<file path="src/rtl/mem_stage.sv">
// MEM stage: latches the EX bus, waits for the data-SRAM response, aligns and extends load data.
// Optional `MEM_FWD_EN adds ms_fwd_bus for ID-stage bypass and load-use stall detection.
module mem_stage #(
    parameter int BUS_IN_W  = 75,
    parameter int BUS_OUT_W = 70
) (
    input  logic                 clk,
    input  logic                 reset,
    output logic                 ms_allowin,
    input  logic                 es_to_ms_valid,
    input  logic [BUS_IN_W-1:0]  es_to_ms_bus,
    input  logic                 ws_allowin,
    output logic                 ms_to_ws_valid,
    output logic [BUS_OUT_W-1:0] ms_to_ws_bus,
    input  logic                 data_sram_data_ok,
    input  logic [31:0]          data_sram_rdata
`ifdef MEM_FWD_EN
    ,
    output logic [38:0]          ms_fwd_bus
`endif
);

    localparam logic [1:0] EMPTY = 2'd0;
    localparam logic [1:0] WAIT  = 2'd1;
    localparam logic [1:0] READY = 2'd2;

    logic [1:0]          state;
    // mem_req is consumed by the state transition, so it is not kept in the latched bus
    logic [BUS_IN_W-2:0] bus_r;
    logic [31:0]         rdata_buf;

    logic        ms_ready_go;
    logic        accept;
    logic [2:0]  load_op;
    logic        res_from_mem;
    logic        gr_we;
    logic [4:0]  dest;
    logic [31:0] alu_result;
    logic [31:0] pc;
    logic [1:0]  offset;
    logic [7:0]  sel_byte;
    logic [15:0] sel_half;
    logic [31:0] load_data;
    logic [31:0] final_result;

    assign load_op      = bus_r[73:71];
    assign res_from_mem = bus_r[70];
    assign gr_we        = bus_r[69];
    assign dest         = bus_r[68:64];
    assign alu_result   = bus_r[63:32];
    assign pc           = bus_r[31:0];

    assign ms_ready_go    = (state == READY);
    assign ms_allowin     = (state == EMPTY) || (ms_ready_go && ws_allowin);
    assign ms_to_ws_valid = ms_ready_go;
    assign accept         = es_to_ms_valid && ms_allowin;

    always_ff @(posedge clk or posedge reset) begin
        if (reset) begin
            state     <= EMPTY;
            bus_r     <= '0;
            rdata_buf <= '0;
        end else if (accept) begin
            bus_r <= es_to_ms_bus[BUS_IN_W-2:0];
            state <= es_to_ms_bus[BUS_IN_W-1] ? WAIT : READY;
        end else if (ms_ready_go && ws_allowin) begin
            state <= EMPTY;
        end else if (state == WAIT && data_sram_data_ok) begin
            state     <= READY;
            rdata_buf <= data_sram_rdata;
        end
    end

    assign offset   = alu_result[1:0];
    assign sel_byte = rdata_buf[{offset, 3'b000} +: 8];
    assign sel_half = rdata_buf[{offset[1], 4'b0000} +: 16];

    always_comb begin
        load_data = rdata_buf;
        case (load_op)
            3'b001:  load_data = {{24{sel_byte[7]}}, sel_byte};
            3'b010:  load_data = {24'd0, sel_byte};
            3'b011:  load_data = {{16{sel_half[15]}}, sel_half};
            3'b100:  load_data = {16'd0, sel_half};
            default: load_data = rdata_buf;
        endcase
    end

    assign final_result = res_from_mem ? load_data : alu_result;
    assign ms_to_ws_bus = {gr_we, dest, final_result, pc};

`ifdef MEM_FWD_EN
    assign ms_fwd_bus = {(state != EMPTY) && gr_we, ms_ready_go, dest, final_result};
`endif

endmodule

</file>
<file path="config.mk">
export PLATFORM = sky130hd
export DESIGN_NAME = mem_stage
export DESIGN_NICKNAME = d
export VERILOG_FILES = /design/src/rtl/mem_stage.sv
export SDC_FILE = /design/constraint.sdc
export NUM_CORES = 1
export LEC_CHECK = 0
export CAP_MARGIN = 20
export CORE_MARGIN = 4
export CORE_UTILIZATION = 25
export DETAILED_ROUTE_END_ITERATION = 8
export GPL_ROUTABILITY_DRIVEN = 0
export GPL_TIMING_DRIVEN = 0
export PLACE_DENSITY = 0.53
export SYNTH_ARGS = -nofsm -noshare
export SYNTH_HDL_FRONTEND = slang
export SYNTH_SLANG_ARGS = --single-unit
</file>
<file path="constraint.sdc">
create_clock -name clk -period 3.55 [get_ports clk]
set_input_delay 0.355 -clock clk [delete_from_list [all_inputs] [get_ports clk]]
set_output_delay 0.355 -clock clk [all_outputs]
set_load 0.005 [all_outputs]
</file>
# [Yosys cells after proc, flatten, opt, wreduce, memory -nomap -nowiden]
# Cells that the tools add are included.
[totals] register_bits=108 inputBits=112 out_inout_bits=72 word_cells=26
[op_classes] eq_ne=6 n_shift=2 mux=6 bitwise_logic=2 n_reduce_logical=7
[op_table] op="$pmux 32 s4" n=1
[op_table] op="$mux 32" n=1
[op_table] op="$shiftx 32x6->16" n=1
[op_table] op="$shiftx 32x6->8" n=1
[op_table] op="$mux 2" n=4
[op_table] op="$eq 3x2->1 const B" n=2
[op_table] op="$eq 3x1->1 const B" n=1
[op_table] op="$eq 3x3->1 const B" n=1
[op_table] op="$logic_and 1x1->1" n=3
[op_table] op="$reduce_and 3->1" n=1
[op_table] op="$reduce_bool 3->1" n=1
[op_table] op="$eq 2x1->1 const B" n=1
[op_table] op="$eq 2x2->1 const B" n=1
[op_table] op="$logic_not 2->1" n=1
[op_table] op="$not 1->1" n=2
[op_table] op="$logic_or 1x1->1" n=1

# [Depth between registers and ports, before layout]
[logic_depth] depth_word=6 depth_mapped=7 ltp_nobuf=4

# [Worst setup path after synthesis]
# OpenSTA, ideal clock, no wires.
[synth_timing] path_kind="register -> output" startpoint="register bus_r[71]" endpoint="output ms_to_ws_bus[32]" arrival_time_ns=1.564 t_required_ns=3.195 setup_slack_ns=1.631 path_stages_with_launch=5 n_path_buf=0 cell_sequence="dfrtp_1 -> or3_1 -> nand3_1 -> mux2_2 -> a221o_1"
[synth_between] elab_chain_len=3 elab_cells_between_ends=6 classes_between="eq/ne (4); mux (2)"
[synth_rtl] element="from (decl)" line_no="29" text="logic [BUS_IN_W-2:0] bus_r;"
[synth_rtl] element="from (signal assigned)" line_no="64" text="bus_r <= es_to_ms_bus[BUS_IN_W-2:0];"
[synth_rtl] element="$eq 3x3->1 (tied with other cells)" line_no="80" text="case (load_op)"
[synth_rtl] element="$pmux 32 s4 (*)" line_no="80"
[synth_rtl] element="$mux 32 (*)" line_no="89" text="assign final_result = res_from_mem ? load_data : alu_result;"
[synth_rtl] element="to (decl)" line_no="14" text="output logic [BUS_OUT_W-1:0] ms_to_ws_bus,"
# Every way passes the cells marked *; elsewhere a longest branch is shown, timed or not.

# [Final worst setup path]
[layout_timing] startpoint="register bus_r[33]" endpoint="output ms_to_ws_bus[42]"
[layout_between] elab_chain_len=3 elab_cells_between_ends=4 classes_between="shift (2); mux (2)"
[layout_rtl] element="$shiftx 32x6->16 / $shiftx 32x6->8 (equally long branches)" line_no="76, 75"
[layout_rtl] element="$pmux 32 s4 (*)" line_no="80"
[layout_rtl] element="$mux 32 (*)" line_no="89"
# Marks and branches as above.

==> impl_metrics.tcl <==
set metrics [dict create \
    outcome "finished, final reports clean" \
    p_total_mw 7.211 \
    first_iter_violations 178 \
    postSynthAreaPerCell_um2 10.31 \
    ant_nets 0 \
    relSlewSlack 0.6001 \
    placed_cell_area_um2 7579 \
    cts_tree "yes" \
    seqPwrFrac 0.315 \
    drc_errors 0 \
    final_max_slew_viol_count 0 \
    drt_wl_total_mm 16.83 \
    hold_viol 0 \
    period_share 0.8611 \
    cellPowerDensity_nw_per_um2 916.1 \
    area_growth_pct 46.58 \
    io-pin-count 184 \
    core_area_um2 21090 \
    post_cts_buffers 0 \
    fmax_mhz 327.1 \
    p_comb_frac 0.545 \
    async_flop_share 1.000 \
    dieHeight_um 154.6 \
    grt_pass1_wl_mm 26.21 \
    p_leak_nw 3.374 \
    dieArea_um2 23890 \
    rows 53 \
    globalRouteOverflowTotal 0 \
    antenna_found_initial 1 \
    hp-class "primary input to asynchronous set/reset pin" \
    max_cap_viol_count 0 \
    worst_clock_skew_ns 0.007042 \
    dp.cells 980 \
    vias_per_cell 4.367 \
    vias 4350 \
    timing.hold.ws_ns 0.3731 \
    postLayoutCellArea_um2 7871 \
    synth_top_flop_cell "dfrtp_1" \
    cts.sinks 108 \
    clk_pin_slew_worst_paths_ns 0.07 \
    rsz0062_at_grt "false" \
    synth_cell_types 40 \
    ys_ff_latch 108 \
    multiInputGateArea_um2 2213 \
    grt_pass1_vias 4487 \
    dr.pass1.iters 4 \
    internal-power_mw 4.678 \
    r2r_cells 4 \
    port_buffers 183 \
    power_switching_mw 2.533 \
    vdd_drop_max_v 0.0003484 \
    dp_hpwl_mm 12.88 \
    grt_use_total 0.1417 \
    start_util 0.2547 \
    num-fill-cells 2147 \
    worst_slew_pin_slew_ns 0.5999 \
    synth-seq-area-share 0.5033 \
    pwr-share-clk 0.140 \
    fin_util 0.3733 \
    wl_per_cell_um 16.90 \
    seq_area_um2 2703 \
    clk_path_buf_depth 2 \
    setup_slack_ns 0.4930 \
    cp.arrival_ns 2.70 \
    drive_above_1_share 0.2275 \
    synth_nets 633 \
    numCtsBuffers 9 \
    worst_r2r_startpoint "state[0]$_DFFE_PP0P_" \
    required_ns 3.19 \
    dp_slack_ns 0.8674 \
    grt_max_degree 70 \
    startpoint "bus_r[33]$_DFFE_PP0P_" \
    cts_resized 0 \
    synth_edf_count 0 \
    clock_latency_ns 0.35 \
    fin_nets 828 \
    yosys_warnings 0 \
    period_needed_ns 3.057 \
    path_class "register to output port" \
    fin_setup_tns_ns 0 \
    cp-end-kind "output port" \
    diodes 0 \
    setup_viol 0 \
    ctsHtreeMaxLevel 3 \
    cp_max_fo 10 \
    die_w_um 154.6 \
    swShare 0.3512 \
    netlist_area_um2 5370 \
    stdcell_count 996 \
    ctsHoldBuffers 0 \
    cts-root-buf "clkbuf_16" \
    cp-start-kind "register" \
    synthCells 521 \
]
-- registers in the layout, summed over array words and instances, names as in the netlist --
| name | count |
|---|---|
| state | 2 |
| rdata_buf | 32 |
| bus_r | 74 |
-- routing by layer --
| metal | GRT usage | share of wire | vias up |
|---|---|---|---|
| li1 | - | - | 2115 |
| met1 | 0.1813 | 0.44 | 2059 |
| met2 | 0.2252 | 0.46 | 161 |
| met3 | 0.05764 | 0.091 | 13 |
| met4 | 0.03322 | 0.012 | 2 |
| met5 | 0 | 0.00077 | - |
-- power by group through the flow --
stage,sequential [mW],combinational (mW),clock (mW)
5_1_grt,2.37,4.33,1.10
6_report,2.27,3.93,1.01
3_3_place_gp,2.29,3.96,0
4_1_cts,2.28,4.01,1.07
2_1_floorplan,2.13,2.21,0
3_5_place_dp,2.30,3.98,0
-- final timing paths --
check                                       endpoint  slack, ns
hold / removal                  bus_r[4]$_DFFE_PP0P_       0.37
min in group clk            rdata_buf[0]$_DFFE_PP0P_       0.49
hold reg to reg             rdata_buf[0]$_DFFE_PP0P_       0.49
max in group asynchronous  rdata_buf[29]$_DFFE_PP0P_       2.47
setup reg to reg                bus_r[0]$_DFFE_PP0P_       1.41
setup / recovery                    ms_to_ws_bus[42]       0.49
-- worst max-delay path: stages (launching register included) --
cell and delay (ns):
dfrtp_1 0.37, buf_4 0.16, buf_2 0.20, and3b_1 0.21
a211oi_2 0.44, a22oi_1 0.23, a21oi_1 0.22, clkdlybuf4s50_1 0.52
-- cell usage after synthesis, types with 2 or more instances --
master    instances  area share
a211oi_2          2      0.0047
a21oi_1          33       0.031
a221oi_1          6      0.0098
a221oi_2          3      0.0084
a22oi_1           4      0.0056
a31oi_1           4      0.0047
buf_2            14       0.013
buf_4            41       0.057
clkbuf_1         12      0.0084
dfrtp_1         108        0.50
inv_1             6      0.0042
mux2_2           81        0.17
mux2i_1           4      0.0075
mux4_2            2      0.0084
nand2_1         125       0.087
nand2b_1          4      0.0047
nor2_1           36       0.025
nor2b_1           3      0.0035
o21ai_0          10      0.0093
o21bai_1          2      0.0028
o31a_1            2      0.0033
-- kinds of logic (layout without fill, tap and decap cells) --
family                 after synthesis  after routing  share of synthesized area
AO/OA/AOI/OAI                       73             73                    0.09040
XOR/XNOR                             2              2                   0.003262
buffers and inverters               75            275                    0.08457
flip-flops                         108            108                     0.5033
multiplexers                        87             87                     0.1857
AND/OR/NAND/NOR                    176            176                     0.1328
-- layout by cell type (no fill, tap or decap), drive strengths merged, types with 4 or more instances in the layout --
cell type | netlist | routed
clkdlybuf4s50 | 0 | 183
nand2 | 125 | 125
mux2 | 81 | 81
clkbuf | 13 | 23
o21ai | 11 | 11
nand2b | 4 | 4
a21oi | 33 | 33
a221oi | 9 | 9
nor2 | 36 | 36
dfrtp | 108 | 108
a22oi | 4 | 4
inv | 7 | 8
buf | 55 | 56
mux2i | 4 | 4
a31oi | 5 | 5
-- cell type report --
type,instances,area share
repair buffers,184,0.2362
clock buffers,10,0.02909
well taps,275,0.04371
multi-input cells,338,0.2812
flip-flops and latches,108,0.3433
inverters,7,0.003974
clock inverters,6,0.008107
plain buffers,68,0.05436
(Power assumes the default switching activity.)
